--- src/rtl/mp_icache_ctrl_v2_pkg.sv ---
// rtl/mp_icache_ctrl_v2_pkg.sv - register map, FSM encodings and arithmetic helpers for the icache control unit
package mp_icache_ctrl_v2_pkg;

    localparam logic [31:0] REG_ENABLE      = 32'h00;
    localparam logic [31:0] REG_FLUSH       = 32'h04;
    localparam logic [31:0] REG_SEL_FLUSH   = 32'h08;
    localparam logic [31:0] REG_STATUS      = 32'h0C;
    localparam logic [31:0] REG_CNT_CTRL    = 32'h10;
    localparam logic [31:0] REG_GLB_HIT     = 32'h14;
    localparam logic [31:0] REG_GLB_TRANS   = 32'h18;
    localparam logic [31:0] REG_GLB_MISS    = 32'h1C;
    localparam logic [31:0] REG_BANK_BASE   = 32'h20;
    localparam logic [31:0] REG_BANK_STRIDE = 32'h10;

    localparam int STAT_BYPASS     = 0;
    localparam int STAT_FLUSH_BUSY = 1;
    localparam int STAT_FIFO_EMPTY = 2;
    localparam int STAT_FIFO_FULL  = 3;
    localparam int STAT_COUNT_LSB  = 8;

    typedef enum logic [1:0] {
        FLUSH_IDLE     = 2'd0,
        FLUSH_WAIT_SEL = 2'd1,
        FLUSH_REQ      = 2'd2
    } flush_state_e;

    typedef enum logic {
        SEL_IDLE = 1'b0,
        SEL_REQ  = 1'b1
    } sel_state_e;

    // Number of set bits; 33-bit result so it adds directly into saturating sums.
    function automatic logic [32:0] popcount(input logic [31:0] v);
        logic [32:0] n;
        n = '0;
        for (int i = 0; i < 32; i++) begin
            n = n + 33'(v[i]);
        end
        return n;
    endfunction

    // Add and clamp at max; operands stay far below 2^33 so the sum cannot wrap.
    function automatic logic [32:0] sat_add(input logic [32:0] a, input logic [32:0] b,
                                            input logic [32:0] max);
        logic [32:0] s;
        s = a + b;
        return (s > max) ? max : s;
    endfunction

endpackage

--- src/rtl/mp_icache_sel_fifo.sv ---
// rtl/mp_icache_sel_fifo.sv - selective-flush address queue with push, pop, clear and occupancy
module mp_icache_sel_fifo #(
    parameter int DEPTH = 4,
    parameter int WIDTH = 32
) (
    input  logic                       i_clk,
    input  logic                       i_rst_n,
    input  logic                       i_push,
    input  logic                       i_pop,
    input  logic                       i_clear,
    input  logic [WIDTH-1:0]           i_wdata,
    output logic [WIDTH-1:0]           o_rdata,
    output logic                       o_full,
    output logic                       o_empty,
    output logic [$clog2(DEPTH):0]     o_count
);
    localparam int AW = $clog2(DEPTH);

    logic [WIDTH-1:0] r_mem [DEPTH];
    logic [AW-1:0]    r_wr_ptr;
    logic [AW-1:0]    r_rd_ptr;
    logic [AW:0]      r_count;
    logic             w_do_push;
    logic             w_do_pop;

    assign o_full    = (r_count == (AW+1)'(DEPTH));
    assign o_empty   = (r_count == '0);
    assign o_count   = r_count;
    assign o_rdata   = r_mem[r_rd_ptr];
    assign w_do_push = i_push && !o_full;
    assign w_do_pop  = i_pop && !o_empty;

    // Pointer and occupancy bookkeeping; a clear discards everything and wins over push/pop.
    always_ff @(posedge i_clk or negedge i_rst_n) begin
        if (!i_rst_n) begin
            r_wr_ptr <= '0;
            r_rd_ptr <= '0;
            r_count  <= '0;
        end else if (i_clear) begin
            r_wr_ptr <= '0;
            r_rd_ptr <= '0;
            r_count  <= '0;
        end else begin
            if (w_do_push) r_wr_ptr <= r_wr_ptr + 1'b1;
            if (w_do_pop)  r_rd_ptr <= r_rd_ptr + 1'b1;
            r_count <= r_count + (AW+1)'(w_do_push) - (AW+1)'(w_do_pop);
        end
    end

    // Entry storage; contents are only meaningful between the pointers.
    always_ff @(posedge i_clk) begin
        if (w_do_push && !i_clear) r_mem[r_wr_ptr] <= i_wdata;
    end
endmodule

--- src/rtl/mp_icache_ctrl_unit_v2.sv ---
// rtl/mp_icache_ctrl_unit_v2.sv - register-mapped bypass/flush/counter control for a shared instruction cache
module mp_icache_ctrl_unit_v2
    import mp_icache_ctrl_v2_pkg::*;
#(
    parameter int NB_CACHES      = 2,
    parameter int NB_BANKS       = 4,
    parameter int CNT_WIDTH      = 32,
    parameter int SEL_FIFO_DEPTH = 4,
    parameter int ADDR_WIDTH     = 10
) (
    input  logic                  clk_i,
    input  logic                  rst_ni,
    input  logic                  reg_req_i,
    input  logic                  reg_we_i,
    input  logic [ADDR_WIDTH-1:0] reg_addr_i,
    input  logic [31:0]           reg_wdata_i,
    output logic                  reg_gnt_o,
    output logic                  reg_rvalid_o,
    output logic [31:0]           reg_rdata_o,
    output logic                  bypass_req_o,
    input  logic [NB_CACHES-1:0]  bypass_ack_i,
    output logic                  flush_req_o,
    input  logic [NB_CACHES-1:0]  flush_ack_i,
    output logic                  sel_flush_req_o,
    output logic [31:0]           sel_flush_addr_o,
    input  logic [NB_CACHES-1:0]  sel_flush_ack_i,
    input  logic [NB_BANKS-1:0]   hit_i,
    input  logic [NB_BANKS-1:0]   trans_i,
    input  logic [NB_BANKS-1:0]   miss_i
);
    localparam int          FCW     = $clog2(SEL_FIFO_DEPTH) + 1;
    localparam logic [32:0] CNT_MAX = (33'd1 << CNT_WIDTH) - 33'd1;

    flush_state_e          r_flush_state, w_flush_next;
    sel_state_e            r_sel_state, w_sel_next;
    logic [NB_CACHES-1:0]  r_flush_ack_vec, r_sel_ack_vec;
    logic [31:0]           r_sel_addr, r_rdata, w_rd_data, w_status, w_addr, w_fifo_head;
    logic                  r_enable, r_cnt_en, r_rvalid;
    logic                  w_fifo_full, w_fifo_empty;
    logic [FCW-1:0]        w_fifo_count;
    logic                  w_wr, w_rd, w_flush_busy, w_flush_wr, w_flush_start, w_push;
    logic                  w_cnt_wr, w_cnt_clear, w_sel_wr_req;
    logic                  w_flush_ack_all, w_sel_ack_all, w_sel_done, w_sel_start;
    logic                  w_bypass_settled;
    logic [CNT_WIDTH-1:0]  r_glob_cnt [3];
    logic [CNT_WIDTH-1:0]  r_bank_cnt [3][NB_BANKS];
    logic [NB_BANKS-1:0]   w_ev [3];

    assign w_addr        = 32'(reg_addr_i);
    assign w_flush_busy  = (r_flush_state != FLUSH_IDLE);
    // A queued address cannot be accepted while the queue is full or a full flush will subsume it.
    assign w_sel_wr_req  = reg_req_i && reg_we_i && (w_addr == REG_SEL_FLUSH);
    assign reg_gnt_o     = reg_req_i && !(w_sel_wr_req && (w_fifo_full || w_flush_busy));
    assign w_wr          = reg_gnt_o && reg_we_i;
    assign w_rd          = reg_gnt_o && !reg_we_i;
    assign w_flush_wr    = w_wr && (w_addr == REG_FLUSH);
    assign w_flush_start = w_flush_wr && (r_flush_state == FLUSH_IDLE);
    assign w_push        = w_wr && (w_addr == REG_SEL_FLUSH);
    assign w_cnt_wr      = w_wr && (w_addr == REG_CNT_CTRL);
    assign w_cnt_clear   = w_cnt_wr && reg_wdata_i[1];

    assign w_flush_ack_all = &(r_flush_ack_vec | flush_ack_i);
    assign w_sel_ack_all   = &(r_sel_ack_vec | sel_flush_ack_i);
    assign w_sel_done      = (r_sel_state == SEL_REQ) && w_sel_ack_all;
    // Holding off on the flush-write cycle keeps a new selective flush from racing the FIFO clear.
    assign w_sel_start     = (r_sel_state == SEL_IDLE) && !w_fifo_empty &&
                             (r_flush_state == FLUSH_IDLE) && !w_flush_wr;

    assign bypass_req_o     = ~r_enable;
    assign flush_req_o      = (r_flush_state == FLUSH_REQ);
    assign sel_flush_req_o  = (r_sel_state == SEL_REQ);
    assign sel_flush_addr_o = r_sel_addr;
    assign reg_rvalid_o     = r_rvalid;
    assign reg_rdata_o      = r_rdata;
    assign w_bypass_settled = bypass_req_o ? (&bypass_ack_i) : ~(|bypass_ack_i);

    assign w_ev[0] = hit_i;
    assign w_ev[1] = trans_i;
    assign w_ev[2] = miss_i;

    mp_icache_sel_fifo #(.DEPTH(SEL_FIFO_DEPTH), .WIDTH(32)) u_sel_fifo (
        .i_clk   (clk_i),
        .i_rst_n (rst_ni),
        .i_push  (w_push),
        .i_pop   (w_sel_done),
        .i_clear (w_flush_start),
        .i_wdata (reg_wdata_i),
        .o_rdata (w_fifo_head),
        .o_full  (w_fifo_full),
        .o_empty (w_fifo_empty),
        .o_count (w_fifo_count)
    );

    // Next-state logic for the full-flush and selective-flush sequencers.
    always_comb begin
        w_flush_next = r_flush_state;
        w_sel_next   = r_sel_state;
        case (r_flush_state)
            FLUSH_IDLE:     if (w_flush_wr) w_flush_next = (r_sel_state == SEL_REQ) ? FLUSH_WAIT_SEL : FLUSH_REQ;
            FLUSH_WAIT_SEL: if (w_sel_done || r_sel_state == SEL_IDLE) w_flush_next = FLUSH_REQ;
            FLUSH_REQ:      if (w_flush_ack_all) w_flush_next = FLUSH_IDLE;
            default:        w_flush_next = FLUSH_IDLE;
        endcase
        case (r_sel_state)
            SEL_IDLE: if (w_sel_start) w_sel_next = SEL_REQ;
            SEL_REQ:  if (w_sel_ack_all) w_sel_next = SEL_IDLE;
            default:  w_sel_next = SEL_IDLE;
        endcase
    end

    // Sequencer state, sticky ack collection and the latched selective-flush address.
    always_ff @(posedge clk_i or negedge rst_ni) begin
        if (!rst_ni) begin
            r_flush_state   <= FLUSH_IDLE;
            r_sel_state     <= SEL_IDLE;
            r_flush_ack_vec <= '0;
            r_sel_ack_vec   <= '0;
            r_sel_addr      <= '0;
        end else begin
            r_flush_state   <= w_flush_next;
            r_sel_state     <= w_sel_next;
            r_flush_ack_vec <= (flush_req_o && !w_flush_ack_all) ? (r_flush_ack_vec | flush_ack_i) : '0;
            r_sel_ack_vec   <= (sel_flush_req_o && !w_sel_ack_all) ? (r_sel_ack_vec | sel_flush_ack_i) : '0;
            if (w_sel_start) r_sel_addr <= w_fifo_head;
        end
    end

    // Control registers and the registered bus response.
    always_ff @(posedge clk_i or negedge rst_ni) begin
        if (!rst_ni) begin
            r_enable <= 1'b0;
            r_cnt_en <= 1'b0;
            r_rvalid <= 1'b0;
            r_rdata  <= '0;
        end else begin
            if (w_wr && w_addr == REG_ENABLE) r_enable <= reg_wdata_i[0];
            if (w_cnt_wr)                     r_cnt_en <= reg_wdata_i[0];
            r_rvalid <= reg_gnt_o;
            r_rdata  <= w_rd ? w_rd_data : '0;
        end
    end

    // Saturating performance counters; clear beats any increment in the same cycle.
    always_ff @(posedge clk_i or negedge rst_ni) begin
        if (!rst_ni) begin
            for (int k = 0; k < 3; k++) begin
                r_glob_cnt[k] <= '0;
                for (int b = 0; b < NB_BANKS; b++) r_bank_cnt[k][b] <= '0;
            end
        end else if (w_cnt_clear) begin
            for (int k = 0; k < 3; k++) begin
                r_glob_cnt[k] <= '0;
                for (int b = 0; b < NB_BANKS; b++) r_bank_cnt[k][b] <= '0;
            end
        end else if (r_cnt_en) begin
            for (int k = 0; k < 3; k++) begin
                r_glob_cnt[k] <= CNT_WIDTH'(sat_add(33'(r_glob_cnt[k]), popcount(32'(w_ev[k])), CNT_MAX));
                for (int b = 0; b < NB_BANKS; b++) begin
                    r_bank_cnt[k][b] <= CNT_WIDTH'(sat_add(33'(r_bank_cnt[k][b]), 33'(w_ev[k][b]), CNT_MAX));
                end
            end
        end
    end

    // STATUS word assembly.
    always_comb begin
        w_status                                   = '0;
        w_status[STAT_BYPASS]                      = w_bypass_settled;
        w_status[STAT_FLUSH_BUSY]                  = w_flush_busy;
        w_status[STAT_FIFO_EMPTY]                  = w_fifo_empty;
        w_status[STAT_FIFO_FULL]                   = w_fifo_full;
        w_status[STAT_COUNT_LSB +: 8]              = 8'(w_fifo_count);
    end

    // Read data decode; unmapped and write-only locations return zero.
    always_comb begin
        w_rd_data = '0;
        case (w_addr)
            REG_ENABLE:    w_rd_data = {31'b0, r_enable};
            REG_FLUSH:     w_rd_data = {31'b0, w_flush_busy};
            REG_STATUS:    w_rd_data = w_status;
            REG_CNT_CTRL:  w_rd_data = {31'b0, r_cnt_en};
            REG_GLB_HIT:   w_rd_data = 32'(r_glob_cnt[0]);
            REG_GLB_TRANS: w_rd_data = 32'(r_glob_cnt[1]);
            REG_GLB_MISS:  w_rd_data = 32'(r_glob_cnt[2]);
            default:       w_rd_data = '0;
        endcase
        for (int b = 0; b < NB_BANKS; b++) begin
            for (int k = 0; k < 3; k++) begin
                if (w_addr == REG_BANK_BASE + 32'(b) * REG_BANK_STRIDE + 32'(4 * k))
                    w_rd_data = 32'(r_bank_cnt[k][b]);
            end
        end
    end
endmodule

--- config.mk ---
export PLATFORM = sky130hd
export DESIGN_NAME = mp_icache_ctrl_unit_v2
export DESIGN_NICKNAME = d
export VERILOG_FILES = /design/src/rtl/mp_icache_ctrl_v2_pkg.sv /design/src/rtl/mp_icache_sel_fifo.sv /design/src/rtl/mp_icache_ctrl_unit_v2.sv
export SDC_FILE = /design/constraint.sdc
export NUM_CORES = 2
export LEC_CHECK = 0
export BUFFER_PORTS_ARGS = -buffer_cell sky130_fd_sc_hd__buf_2
export CORE_MARGIN = 1.5
export CORE_UTILIZATION = 60
export DETAILED_ROUTE_END_ITERATION = 7
export PLACE_DENSITY = 0.77
export SLEW_MARGIN = 20
export SYNTH_ARGS = -nofsm -noshare
export SYNTH_HDL_FRONTEND = slang
export SYNTH_SLANG_ARGS = --single-unit
--- constraint.sdc ---
create_clock -name clk_i -period 3.9 [get_ports clk_i]
set_input_delay 0.195 -clock clk_i [delete_from_list [all_inputs] [get_ports clk_i]]
set_output_delay 0.195 -clock clk_i [all_outputs]
set_load 0.01 [all_outputs]
==> run metrics <==
static leakage 17.3 nW; critical path type reg2reg; Net Switching 6.73 mW; CTS Buffer Depth 3; time the worst path needs with I/O delays and setup 3170 ps; Avg Cell Area, Syn 9.17 um2; Setup crit end kind flop; share of cells above drive strength 1 11.7%; power per cell area 487 mW/mm2; mapped cell area 0.0382 mm2; gr usage total 43.5%; standard-cell rows 92; final WL 145 mm; core area 0.0631 mm2; Detailed Routing Iterations Pass 1 8; worst reg-to-reg setup slack 730 ps; area leader, netlist dfrtp_1; pin count of the biggest net entering global routing 169; Die ar. 0.0653 mm2; crit path launch r_bank_cnt[32]$_DFFE_PN0P_; io pins 133; Clk pin slew, worst setup/hold paths 60 ps; worst min-delay path class in2reg; part of the power in registers 45.9%; nets 4370; Num CTS Buffers 76; Worst R2R Start r_bank_cnt[32]$_DFFE_PN0P_; crit path DAT 3730 ps; vias in the first global route 33900; post-CTS resize count 0; switching fraction of total power 32.2%; Primary FF master, synth dfrtp_1; Finished Layout Cells 5172; effective utilization at floorplan 60.6%; CP endpoint r_bank_cnt[35]$_DFFE_PN0P_; RSZ-0062 raised after global routing false; diode count 0; Root Buffer clkbuf_16; reg2reg path depth 9; setup violators final 0; Final Cell Area 0.0430 mm2; hold path depth 4; Post-synth EDFFs 128; end of the worst register-to-register path r_bank_cnt[35]$_DFFE_PN0P_; per-cell routed wire length 28.0 um; via count 37300; max-slew headroom at the worst pin 16.4%; Final Cycle Share 81.2%; Sinks on Clock Net 689; DP HPWL 100 mm; max-slew violations 0; status complete, no violations; Fillers 4932; initial DRC count 6450; Comb power frac 18.2%; first-pass GRT wire length 216 mm; Synth Net Count 4276; share of the synthesized area in the top cell type 36.7%; ranking of synthesized cells by area dfrtp_1 37%, edfxtp_1 10%, a21oi_1 5.0%; Die Y 255 um; Commonest cells post-synth 561 x dfrtp_1, 450 x nor2_1, 383 x a21oi_1; synthesis-stage register bit count 689; I/O Buffers 132; area of the multi-input gates 0.0191 mm2; Synth cell types 81; chip width 255 um; Placed Instances 4991; Final Hold Vio Count 0; ys async rst share 81.4%; Yosys warning count 0; DRT antenna net count 0; sequential share of the synthesized area 46.8%; clk_lat worst skew 660 ps; P_int 14.2 mW; gpl congestion 1.08; Max VDD drop 0.358 mV; GRT overflow 0; CTS tree yes; Placed Area 0.0400 mm2; mean number of vias per cell 7.21; fmax 316 MHz; Startpoint Class flop; layout overhead on the synthesized area 12.4%; most frequent cell after synthesis dfrtp_1; FF+latch area 0.0179 mm2; Cells after Synth 4169; Worst Path Required 4460 ps; Fin Setup TNS 0 ps; H-tree levels 3; Final Skew 47.8 ps; Max Fanout on Critical Path 15; worst slew pin tran 1240 ps; Clock Power Share 35.9%; max-cap violations 0; antenna violations before repair 2; # DRC 0
## how the worst min path moves through the flow
stage                        start                         endpoint  slack, ps
final                     hit_i[2]      r_bank_cnt[288]$_DFFE_PN0P_         20
after global routing      hit_i[1]      r_bank_cnt[320]$_DFFE_PN0P_         40
after CTS                 hit_i[1]      r_bank_cnt[320]$_DFFE_PN0P_          4
after detailed placement    rst_ni  sel_flush_addr_o[4]$_DFFE_PN0P_        310
after global placement      rst_ni  sel_flush_addr_o[4]$_DFFE_PN0P_        320
after floorplan             rst_ni        r_bank_cnt[0]$_DFFE_PN0P_       -100
## power by group through the flow
stage                     logic, mW  clock network, mW  registers, mW
after CTS                      3.70               7.53           9.46
after global placement         3.44                  0           9.53
after detailed placement       3.59                  0           9.56
after floorplan                2.50                  0           9.02
after global routing           4.13               7.82           9.65
final                          3.81               7.52           9.60
## placed cells by master, fill, tap and decap left out, types with 59 or more instances in the layout
| cell | instances |
|---|---|
| a22oi_1 | 60 |
| a311oi_1 | 109 |
| a211oi_1 | 89 |
| and2_1 | 59 |
| and3_1 | 141 |
| nand4_1 | 61 |
| dfrtp_1 | 559 |
| nand3_1 | 199 |
| o21ai_0 | 312 |
| a31oi_1 | 156 |
| a21oi_1 | 383 |
| clkbuf_16 | 76 |
| edfxtp_1 | 128 |
| inv_1 | 75 |
| nor2_1 | 447 |
| buf_2 | 130 |
| buf_4 | 96 |
| nor3_1 | 186 |
| nand2_1 | 294 |
## metal layers
metal | global-route usage, % | part of all wire, %
met1 | 62.0 | 39
met3 | 12.8 | 14
met5 | 0 | 0.016
met2 | 61.1 | 42
met4 | 20.2 | 5.4
## cells by family after synthesis
logic type      after synthesis  share of synthesized area [%]
compound gates             1367                           22.7
xor+xnor                      4                         0.0916
fa+ha+maj                    43                           1.60
buf+inv                     341                           3.50
flops                       689                           46.8
mux                         132                           4.69
simple gates               1593                           20.7
## per-stage QoR
step,total power [mW],hold WS [ps],util (%),setup WS [ps]
final,20.9,19.2,68.2,733
after global placement,13.0,318,63.4,484
after CTS,20.7,3.53,68.1,890
after global routing,21.6,37.2,68.2,563
after floorplan,11.5,-101,-,772
after detailed placement,13.1,307,63.4,444
## flip-flops by register name (all words and copies together), names as in the netlist, 2 cells and up
signal               count
u_sel_fifo.r_mem       128
u_sel_fifo.r_wr_ptr      2
u_sel_fifo.r_rd_ptr      2
r_sel_ack_vec            2
u_sel_fifo.o_count       3
reg_rdata_o             32
r_glob_cnt              96
r_flush_state            2
r_bank_cnt             384
r_flush_ack_vec          2
sel_flush_addr_o        32
## cell type report
cell class,instances,area share [%]
multi-input cells,3139,44.4
flip-flops and latches,689,41.6
clock buffers,104,4.90
inverters,76,0.666
repair buffers,281,4.80
clock inverters,37,1.12
well taps,846,2.46
## what timing repair did
item | 4_1_cts | 5_1_grt
hold buffers | 39 | 0
setup buffers | 0 | 0
endpoints found under the hold margin | 221 | 0
## critical path: stages, from the launching register on
cell     delay, ps
dfrtp_1        560
ha_1           300
ha_1           230
inv_1           50
or2_2          310
nor3_1         230
nand2_1        490
nand2_1        510
nor3_1          90
nor4_1         290
(Power assumes the default switching activity.)
